--- config.mk ---
export PLATFORM = sky130hd
export DESIGN_NAME = l2_bank_arbiter
export DESIGN_NICKNAME = d
export VERILOG_FILES = /design/src/rtl/l2_mem_pkg.sv /design/src/rtl/l2_bank_rr_arb.sv /design/src/rtl/l2_bank_arbiter.sv
export SDC_FILE = /design/constraint.sdc
export NUM_CORES = 1
export LEC_CHECK = 0
export CORE_AREA = 5 5 709 711
export DETAILED_ROUTE_END_ITERATION = 7
export DIE_AREA = 0 0 714 716
export PLACE_DENSITY_LB_ADDON = 0.15
export SLEW_MARGIN = 20
export SYNTH_ARGS = -nofsm -noshare
export SYNTH_HDL_FRONTEND = slang
export SYNTH_HIERARCHICAL = 1
export SYNTH_SLANG_ARGS = --single-unit
export TNS_END_PERCENT = 1
--- constraint.sdc ---
create_clock -name clk_i -period 6 [get_ports clk_i]
set_clock_uncertainty 0.1 [all_clocks]
set_input_delay 1.8 -clock clk_i [delete_from_list [all_inputs] [get_ports clk_i]]
set_output_delay 1.8 -clock clk_i [all_outputs]
set_load 0.02 [all_outputs]
--- src/rtl/l2_mem_pkg.sv ---
// l2_mem_pkg: shared types for the L2 memory array slice (bank request
// payload, port identifiers and arbiter states).
package l2_mem_pkg;

    localparam int unsigned L2_ADDR_W = 14;
    localparam int unsigned L2_DATA_W = 64;
    localparam int unsigned L2_BE_W   = L2_DATA_W / 8;

    typedef logic [L2_ADDR_W-1:0] l2_addr_t;
    typedef logic [L2_DATA_W-1:0] l2_data_t;
    typedef logic [L2_BE_W-1:0]   l2_be_t;

    // One bank access as seen on the SRAM column interface.
    typedef struct packed {
        l2_addr_t addr;
        logic     wen;
        l2_data_t wdata;
        l2_be_t   be;
    } bank_req_t;

    typedef enum logic {
        PORT_A = 1'b0,
        PORT_B = 1'b1
    } port_id_e;

    typedef enum logic {
        INIT = 1'b0,
        RUN  = 1'b1
    } arb_state_e;

endpackage

--- src/rtl/l2_bank_rr_arb.sv ---
// l2_bank_rr_arb: two-requester round-robin grant for a single bank, plus
// the read-return shift register that remembers which port owns each
// in-flight read.
module l2_bank_rr_arb
    import l2_mem_pkg::*;
#(
    parameter int unsigned MEM_LATENCY = 2
) (
    input  logic clk_i,
    input  logic rst_ni,
    input  logic en_i,
    input  logic a_req_i,
    input  logic b_req_i,
    input  logic a_wen_i,
    input  logic b_wen_i,
    output logic a_gnt_o,
    output logic b_gnt_o,
    output logic a_rvalid_o,
    output logic b_rvalid_o
);

    logic                   prio_q;
    logic                   conflict;
    logic                   rd_push;
    port_id_e               rd_port;
    logic [MEM_LATENCY-1:0] vld_q;
    port_id_e               port_q [MEM_LATENCY];

    // Grant the lone requester, or the prioritised one when both ask.
    always_comb begin
        a_gnt_o  = 1'b0;
        b_gnt_o  = 1'b0;
        conflict = 1'b0;
        if (en_i) begin
            conflict = a_req_i & b_req_i;
            a_gnt_o  = a_req_i & (~b_req_i | ~prio_q);
            b_gnt_o  = b_req_i & (~a_req_i | prio_q);
        end
        rd_push = (a_gnt_o & ~a_wen_i) | (b_gnt_o & ~b_wen_i);
        rd_port = b_gnt_o ? PORT_B : PORT_A;
    end

    // Priority passes to the loser, and only when there was a conflict.
    always_ff @(posedge clk_i or negedge rst_ni) begin
        if (!rst_ni) begin
            prio_q <= 1'b0;
        end else if (conflict) begin
            prio_q <= ~prio_q;
        end
    end

    // Shift {valid, port} along with the memory latency; writes push bubbles.
    always_ff @(posedge clk_i or negedge rst_ni) begin
        if (!rst_ni) begin
            vld_q <= '0;
            for (int i = 0; i < MEM_LATENCY; i++) begin
                port_q[i] <= PORT_A;
            end
        end else begin
            vld_q[0]  <= rd_push;
            port_q[0] <= rd_port;
            for (int i = 1; i < MEM_LATENCY; i++) begin
                vld_q[i]  <= vld_q[i-1];
                port_q[i] <= port_q[i-1];
            end
        end
    end

    assign a_rvalid_o = vld_q[MEM_LATENCY-1] & (port_q[MEM_LATENCY-1] == PORT_A);
    assign b_rvalid_o = vld_q[MEM_LATENCY-1] & (port_q[MEM_LATENCY-1] == PORT_B);

endmodule

--- src/rtl/l2_bank_arbiter.sv ---
// l2_bank_arbiter: per-bank two-port arbiter in front of the L2 SRAM banks.
// Optional feature macro: L2_BANK_ARB_INIT_EN adds a post-reset sweep that
// writes zero to every word of every bank before traffic is accepted.
module l2_bank_arbiter
    import l2_mem_pkg::*;
#(
    parameter int unsigned N_BANKS     = 4,
    parameter int unsigned ADDR_W      = L2_ADDR_W,
    parameter int unsigned DATA_W      = L2_DATA_W,
    parameter int unsigned MEM_LATENCY = 2
) (
    input  logic                          clk_i,
    input  logic                          rst_ni,
    input  logic [N_BANKS-1:0]            a_req_i,
    output logic [N_BANKS-1:0]            a_gnt_o,
    input  logic [N_BANKS*ADDR_W-1:0]     a_addr_i,
    input  logic [N_BANKS-1:0]            a_wen_i,
    input  logic [N_BANKS*DATA_W-1:0]     a_wdata_i,
    input  logic [N_BANKS*DATA_W/8-1:0]   a_be_i,
    output logic [N_BANKS-1:0]            a_rvalid_o,
    output logic [N_BANKS*DATA_W-1:0]     a_rdata_o,
    input  logic [N_BANKS-1:0]            b_req_i,
    output logic [N_BANKS-1:0]            b_gnt_o,
    input  logic [N_BANKS*ADDR_W-1:0]     b_addr_i,
    input  logic [N_BANKS-1:0]            b_wen_i,
    input  logic [N_BANKS*DATA_W-1:0]     b_wdata_i,
    input  logic [N_BANKS*DATA_W/8-1:0]   b_be_i,
    output logic [N_BANKS-1:0]            b_rvalid_o,
    output logic [N_BANKS*DATA_W-1:0]     b_rdata_o,
    output logic [N_BANKS-1:0]            mem_req_o,
    output logic [N_BANKS*ADDR_W-1:0]     mem_addr_o,
    output logic [N_BANKS-1:0]            mem_wen_o,
    output logic [N_BANKS*DATA_W-1:0]     mem_wdata_o,
    output logic [N_BANKS*DATA_W/8-1:0]   mem_be_o,
    input  logic [N_BANKS*DATA_W-1:0]     mem_rdata_i,
    output logic                          init_done_o
);

    localparam int unsigned BE_W = DATA_W / 8;

    logic              run;
    logic              sweep;
    logic [ADDR_W-1:0] sweep_addr;
    bank_req_t         a_bank   [N_BANKS];
    bank_req_t         b_bank   [N_BANKS];
    bank_req_t         mem_bank [N_BANKS];

`ifdef L2_BANK_ARB_INIT_EN
    arb_state_e        state_q, state_d;
    logic [ADDR_W-1:0] init_cnt_q, init_cnt_d;

    // State register and sweep counter; reset restarts the sweep at word 0.
    always_ff @(posedge clk_i or negedge rst_ni) begin
        if (!rst_ni) begin
            state_q    <= INIT;
            init_cnt_q <= '0;
        end else begin
            state_q    <= state_d;
            init_cnt_q <= init_cnt_d;
        end
    end

    // Sweep every word once, then stay in RUN until the next reset.
    always_comb begin
        state_d    = state_q;
        init_cnt_d = init_cnt_q;
        run        = 1'b0;
        case (state_q)
            INIT: begin
                if (init_cnt_q == {ADDR_W{1'b1}}) begin
                    state_d = RUN;
                end else begin
                    init_cnt_d = init_cnt_q + 1'b1;
                end
            end
            RUN: begin
                run = 1'b1;
            end
            default: begin
                state_d = INIT;
            end
        endcase
    end

    assign sweep       = ~run;
    assign sweep_addr  = init_cnt_q;
    assign init_done_o = run;
`else
    assign run         = 1'b1;
    assign sweep       = 1'b0;
    assign sweep_addr  = '0;
    assign init_done_o = 1'b1;
`endif

    for (genvar g = 0; g < N_BANKS; g++) begin : g_bank
        l2_bank_rr_arb #(
            .MEM_LATENCY (MEM_LATENCY)
        ) u_arb (
            .clk_i      (clk_i),
            .rst_ni     (rst_ni),
            .en_i       (run),
            .a_req_i    (a_req_i[g]),
            .b_req_i    (b_req_i[g]),
            .a_wen_i    (a_wen_i[g]),
            .b_wen_i    (b_wen_i[g]),
            .a_gnt_o    (a_gnt_o[g]),
            .b_gnt_o    (b_gnt_o[g]),
            .a_rvalid_o (a_rvalid_o[g]),
            .b_rvalid_o (b_rvalid_o[g])
        );
    end

    // Route the granted port (port A when idle) or the zero sweep to each bank.
    always_comb begin
        mem_req_o   = '0;
        mem_addr_o  = '0;
        mem_wen_o   = '0;
        mem_wdata_o = '0;
        mem_be_o    = '0;
        for (int i = 0; i < N_BANKS; i++) begin
            a_bank[i] = '{addr:  a_addr_i[i*ADDR_W +: ADDR_W],
                          wen:   a_wen_i[i],
                          wdata: a_wdata_i[i*DATA_W +: DATA_W],
                          be:    a_be_i[i*BE_W +: BE_W]};
            b_bank[i] = '{addr:  b_addr_i[i*ADDR_W +: ADDR_W],
                          wen:   b_wen_i[i],
                          wdata: b_wdata_i[i*DATA_W +: DATA_W],
                          be:    b_be_i[i*BE_W +: BE_W]};
            mem_bank[i] = b_gnt_o[i] ? b_bank[i] : a_bank[i];
            if (sweep) begin
                mem_bank[i] = '{addr: sweep_addr, wen: 1'b1, wdata: '0, be: '1};
            end
            mem_req_o[i]                     = sweep | a_gnt_o[i] | b_gnt_o[i];
            mem_addr_o[i*ADDR_W +: ADDR_W]   = mem_bank[i].addr;
            mem_wen_o[i]                     = mem_bank[i].wen;
            mem_wdata_o[i*DATA_W +: DATA_W]  = mem_bank[i].wdata;
            mem_be_o[i*BE_W +: BE_W]         = mem_bank[i].be;
        end
    end

    assign a_rdata_o = mem_rdata_i;
    assign b_rdata_o = mem_rdata_i;

endmodule
==> metrics, run 1 <==
Routed Antenna Nets=0; number of violations reported at the end of detailed-routing iteration 0=472; cell area after synthesis=9180 um2; shortest period the worst path allows=5940 ps; arrival time reported for the critical path endpoint=4040 ps; floorplan die area=511000 um2; syn avg cell area=9.46 um2; cell with the most instances on the worst path=buf_12; wire length the detailed router placed on met1=106 mm; maximum buffer depth of the clock tree=2; total of max-cap violations=0; insertion delay of the later-clocked pin in the worst-skew pair=340 ps; most used cells in the layout excluding fill and tap cells=clkdlybuf4s50_1 (762), mux2_2 (271), buf_12 (229), buf_4 (116), mux2_4 (77); number of vias per cell after detailed routing=1.33; initial core utilization=1.85%; Area after DPL=26400 um2; met3 wire length=83.9 mm; number of standard cells in the final layout excluding fillers=8104; Gate Count Post-Synth=970; number of iterations in the first detailed-routing pass=4; fraction of layout instances using a drive strength above 1=45.7%; Top Family by Delay on Critical Path=buffers and inverters; crit start category=primary input; design area=26600 um2; placeable core region=496000 um2; Slew @ Worst Pin=729 ps; routed wire length=303 mm; status=complete, no violations; CTS Sinks=20; Netlist cell types=18; vias=10.8k; least setup slack across all paths after layout=55.7 ps; warning count from the yosys run=6; depth of the most critical reg-to-reg path=2; Power Density=147 nW/um2; VDD IR-drop max=0.000101 V; share of the clock period used by the worst path=99.1%; R2R Path Start=g_bank[3].u_arb/prio_q; top post-synthesis cells by area=buf_4 (42%), mux2_2 (33%), mux2_4 (12%), dfrtp_1 (5.5%), buf_6 (2.0%); category of the critical setup timing path=primary input to output port; FMAX=168 MHz; setup total negative slack=0 ps; Hold Path Class=register to register; uppermost signal routing layer after detailed routing=met5; number of I/O port buffers=1073; area delta synth->final=190%; DIE WIDTH=714 um; sequential share of the synthesized area=5.45%; chain of cells forming the critical path=clkdlybuf4s50_1 > nand2b_1 > and3_4 > buf_12 > buf_16 > mux2_2 > buf_12; clock transition time at the flip-flop clock pins of the worst setup and hold paths=110 ps; routed length on met2=108 mm; clk root buf=clkbuf_16; total instance count after detailed placement=8069; RSZ-0062 raised after global routing=no; cell type contributing the most total cell area after synthesis=buf_4; Overall Global Routing Usage=11.3%; number of pins exceeding their max-slew limit in the final report=0; die boundary height=716 um; number of global-route vias before repair=11.7k; antenna violations before repair=158; Lkg Pwr=7.77 nW; Post-CTS Setup Repair Bufs=0; CTS H-Tree Depth=1; launch point of the critical path=a_req_i[2]; most frequent standard cell in the layout excluding fill and tap cells=clkdlybuf4s50_1; area share of the largest cell type after synthesis=42.0%; Overflow after GRT=0; buffering stage count on the worst path with inverters included=4; post-route worst hold slack=257 ps; routability congestion estimate from global placement=0.837; count of endpoints failing setup in the final report=0; maximum number of pins on one net before global-route repair=46; number of failing hold endpoints at the final stage=0; Final Net Count=2511; first-pass GRT wire length=331 mm; flip-flop and latch count after synthesis=20; logic depth of the worst path, buffers included=7; largest fanout on the critical path=45; crit end category=output port; Row Count=259; number of remaining DRC errors=0; Reg2Reg Capture Point=g_bank[3].u_arb/vld_q[0]; Post-DP HPWL=292 mm; average wire length per cell after detail routing=37.3 um; number of clock buffers inserted by TritonCTS=3; TritonCTS clock tree=built; Slowest-stage cell, CP=mux2_2; Placement Setup Slack=-150 ps; required time of the critical path=4100 ps; Setup crit end=mem_wdata_o[150]; I/O Pins=1843; Slew Limit Headroom=51.4%; slack of the worst reg-to-reg path=4300 ps; slowest stage delay, CP=530 ps
## worst min-delay path by stage
| stage | from | to | slack [ps] | cells past startpoint |
|---|---|---|---|---|
| floorplan | g_bank[0].u_arb/port_q[1] | g_bank[0].u_arb/port_q[0] | 230 | 0 |
| global placement | g_bank[1].u_arb/vld_q[0] | g_bank[1].u_arb/vld_q[1] | 240 | 0 |
| detailed placement | g_bank[0].u_arb/port_q[1] | g_bank[0].u_arb/port_q[0] | 240 | 0 |
| finish | g_bank[0].u_arb/port_q[1] | g_bank[0].u_arb/port_q[0] | 260 | 0 |
| global route | g_bank[2].u_arb/port_q[1] | g_bank[2].u_arb/port_q[0] | 270 | 0 |
| CTS | g_bank[1].u_arb/vld_q[0] | g_bank[1].u_arb/vld_q[1] | 260 | 0 |
## what timing repair did
| action | in CTS | in global routing |
|---|---|---|
| setup endpoints to repair | 55 | 3 |
| resized for setup | 2 | 2 |
| hold buffers | 0 | 0 |
## kinds of logic (layout without fill, tap and decap cells)
logic type      Yosys count  after routing  synth area share, %
compound gates            8              8                0.818
xor+xnor                  4              4                0.382
buf+inv                 557           1119                 45.4
flops                    20             20                 5.45
mux                     348            348                 45.8
other cells               1             48               0.0409
simple gates             32             32                 2.07
## cell usage after synthesis (all sizes together)
library cell    n
a21oi           4
inv             4
and3            4
conb            1
dfrtp          20
buf           553
nand3           4
nor2b           8
a32o            4
or2             4
nand2b          4
xnor2           4
nand2           4
and2            4
mux2          348
## registers in the layout (all words and copies together), names as in the netlist
| name | flops |
|---|---|
| g_bank.u_arb/vld_q | 8 |
| g_bank.u_arb/prio_q | 4 |
| g_bank.u_arb/port_q | 8 |
## layout make-up
type	count	area (um2)
antenna	31	77.6
clock buffer	3	75.1
clock inverter	1	30.0
fill	58400	469000
inverter	4	15.0
multi-input combinational	409	4590
sequential	20	500
tap	6525	8160
timing repair buffer	1111	13100
## per-layer routing
layer / global-route usage [%] / vias to the layer above
met4: 1.12 / 74
met5: 0.738 / -
met1: 11.6 / 4799
met3: 14.8 / 282
met2: 14.2 / 1746
li1: - / 3915
## through the flow
stage | power (W) | utilization, %
6_report | 0.00390 | 5.36
5_1_grt | 0.00418 | 5.35
4_1_cts | 0.00410 | 5.34
3_5_place_dp | 0.00381 | 5.32
3_3_place_gp | 0.00383 | 5.32
2_1_floorplan | 0.00155 | -
## where the power goes
| part | switching (W) | leakage (nW) | total (W) | internal (W) |
|---|---|---|---|---|
| clock network | 0.000122 | 0.0513 | 0.000257 | 0.000135 |
| logic | 0.00194 | 7.46 | 0.00346 | 0.00151 |
| registers | 0.0000241 | 0.258 | 0.000185 | 0.000160 |
| total | 0.00209 | 7.77 | 0.00390 | 0.00181 |
Power figures use the tool's default switching activity.
==> run 2, diff against run 1 <==
Settings changed: CORE_AREA 5 5 709 711 to 5 5 705 707, DIE_AREA 0 0 714 716 to 0 0 710 712.
Clock period 6 ns to 6.8 ns, I/O delays scaled along.
==> metrics, run 2 (synthesized netlist as in run 1, its figures left out) <==
maximum number of pins on one net before global-route repair=51 (+11%); total power consumption of the routed design=0.00322 W (-17%); buffering stage count on the worst path with inverters included=4 (unchanged); most frequent standard cell in the layout excluding fill and tap cells=clkdlybuf4s50_1; Post-DP HPWL=283 mm (-3.3%); reported net switching power=0.00178 W (-15%); number of remaining DRC errors=0 (unchanged); Overall Global Routing Usage=11.1% (-0.20 points); Reg2Reg Capture Point=g_bank[1].u_arb/port_q[1]; Lkg Pwr=7.46 nW (-4.0%); depth of the most critical reg-to-reg path=3 (+1); hold path startpoint=g_bank[2].u_arb/port_q[1]; maximum buffer depth of the clock tree=2 (unchanged); number of violations reported at the end of detailed-routing iteration 0=487 (+3.2%); number of failing hold endpoints at the final stage=0 (unchanged); number of filler cells placed in the layout=57.5k (-1.4%); Area after DPL=25600 um2 (-3.2%); crit start category=primary input; Row Count=257 (-0.77%); count of endpoints failing setup in the final report=0 (unchanged); routed wire length=294 mm (-3.0%); Top Family by Delay on Critical Path=buffers and inverters; floorplan die area=506000 um2 (-1.1%); Int Pwr=0.00145 W (-20%); average wire length per cell after detail routing=36.3 um (-2.7%); total of max-cap violations=0 (unchanged); switch share=55.2% (+1.6 points); Slew @ Worst Pin=1110 ps (+381 ps); Slew Limit Headroom=25.8% (-26 points); first-pass GRT wire length=323 mm (-2.4%); CTS H-Tree Depth=1 (unchanged); area delta synth->final=181%; Routed Antenna Nets=0 (unchanged); TritonCTS clock tree=built; routability congestion estimate from global placement=0.904 (+8.0%); Register Area=500 um2 (unchanged); CTS Sinks=20 (unchanged); number of clock buffers inserted by TritonCTS=3 (unchanged); Post-CTS Hold Fix Bufs=0 (unchanged); clock transition time at the flip-flop clock pins of the worst setup and hold paths=120 ps (about the same); number of I/O port buffers=1073 (unchanged); placeable core region=489000 um2 (-1.4%); cell with the most instances on the worst path=buf_12; number of pins exceeding their max-slew limit in the final report=0 (unchanged); DIE WIDTH=710 um (-0.56%); initial core utilization=1.88% (+0.025 points); number of iterations in the first detailed-routing pass=4 (unchanged); portion of total power attributed to combinational logic=88.5% (-0.2 points); crit end category=output port; FMAX=150 MHz; die boundary height=712 um (-0.56%); most used cells in the layout excluding fill and tap cells=clkdlybuf4s50_1 (772), mux2_2 (272), buf_4 (177), buf_12 (164), mux2_4 (76); number of global-route vias before repair=11.6k (-0.84%); VDD IR-drop max=0.0000992 V (-1.9%); Overflow after GRT=0 (unchanged); multi-input combinational cell area=4580 um2 (about the same); clk root buf=clkbuf_16; status=complete, no violations; Hold Crit Depth=0 (unchanged); setup total negative slack=0 ps (unchanged); largest registers=g_bank.u_arb/port_q x8, g_bank.u_arb/vld_q x8, g_bank.u_arb/prio_q x4; R2R Path Start=g_bank[1].u_arb/prio_q; Final Net Count=2515 (+0.16%); chain of cells forming the critical path=clkdlybuf4s50_1 > nand2b_1 > and3_4 > buf_12 > buf_6 > mux2_2 > buf_12; share of the clock period used by the worst path=97.8%; post-route worst hold slack=262 ps (+4.64 ps); largest fanout on the critical path=26 (-42%); part of the total power dissipated in sequential elements=5.1% (+0.4 points); Slowest-stage cell, CP=mux2_2; antenna violations before repair=179 (+13%); arrival time reported for the critical path endpoint=4510 ps (+470 ps); I/O Pins=1843 (unchanged); portion of total power attributed to the clock network=6.4% (-0.2 points); Hold Path Class=register to register; required time of the critical path=4660 ps (+560 ps); category of the critical setup timing path=primary input to output port; Power Density=125 nW/um2 (-15%); RSZ-0062 raised after global routing=no; end point of the most critical hold path=g_bank[2].u_arb/port_q[0]; slowest stage delay, CP=580 ps (+50 ps); launch point of the critical path=a_req_i[0]; shortest period the worst path allows=6650 ps; slack of the worst reg-to-reg path=5250 ps (+950 ps); vias=11.0k (+1.7%); design area=25800 um2 (-3.0%); fraction of layout instances using a drive strength above 1=45.3% (-0.48 points); number of vias per cell after detailed routing=1.36 (+2.0%); insertion delay of the later-clocked pin in the worst-skew pair=360 ps (+20 ps)
==> run 2: metal layers <==
layer | vias to the layer above | share of wire (%) | wire (um) | global-route usage, %
li1 | 3955 | - | - | -
met1 | 5103 | 41 | 120000 | 13.3
met2 | 1699 | 37 | 107000 | 14.5
met3 | 208 | 21 | 62700 | 10.7
met4 | 40 | 1.1 | 3300 | 0.897
met5 | - | 0.23 | 675 | 0.790
==> run 2: how the worst max path moves through the flow <==
stage	end	slack, ps	cells after the start
3_5_place_dp	mem_wdata_o[36]	-50	7
5_1_grt	mem_addr_o[27]	20	7
2_1_floorplan	mem_addr_o[0]	1520	6
3_3_place_gp	mem_wdata_o[36]	-40	7
4_1_cts	mem_addr_o[27]	30	7
6_report	mem_wdata_o[36]	150	7
==> run 2: area by class of cell <==
cell class,count,share of cell area (%)
well taps,6475,31.4
clock buffers,3,0.291
multi-input cells,409,17.8
flip-flops and latches,20,1.94
repair buffers,1115,47.9
diodes,59,0.573
inverters,4,0.0582
==> run 2: power by group through the flow <==
stage | Clock, W | Sequential (W) | Combinational [W]
after global routing | 0.000242 | 0.000167 | 0.00304
after CTS | 0.000247 | 0.000164 | 0.00302
after floorplan | 0 | 0.000157 | 0.00121
final | 0.000207 | 0.000164 | 0.00285
after global placement | 0 | 0.000167 | 0.00303
after detailed placement | 0 | 0.000166 | 0.00301
==> run 2: metrics by stage <==
stage	utilization (%)	worst slack, ps	cells
floorplan	-	1520	986
global placement	5.22	-38.5	8023
detailed placement	5.22	-51.0	8023
CTS	5.24	33.3	8026
global route	5.24	15.6	8026
finish	5.27	148	8085
==> run 2: repair_timing <==
action,4_1_cts,5_1_grt
buffers inserted,0,0
setup endpoints to repair,13,0
resized for setup,1,0
==> run 3, diff against run 2 <==
Settings changed: CAP_MARGIN set to 20.
==> results of run 3 <==
Final layout, timing and power as in run 2 (identical DEF).
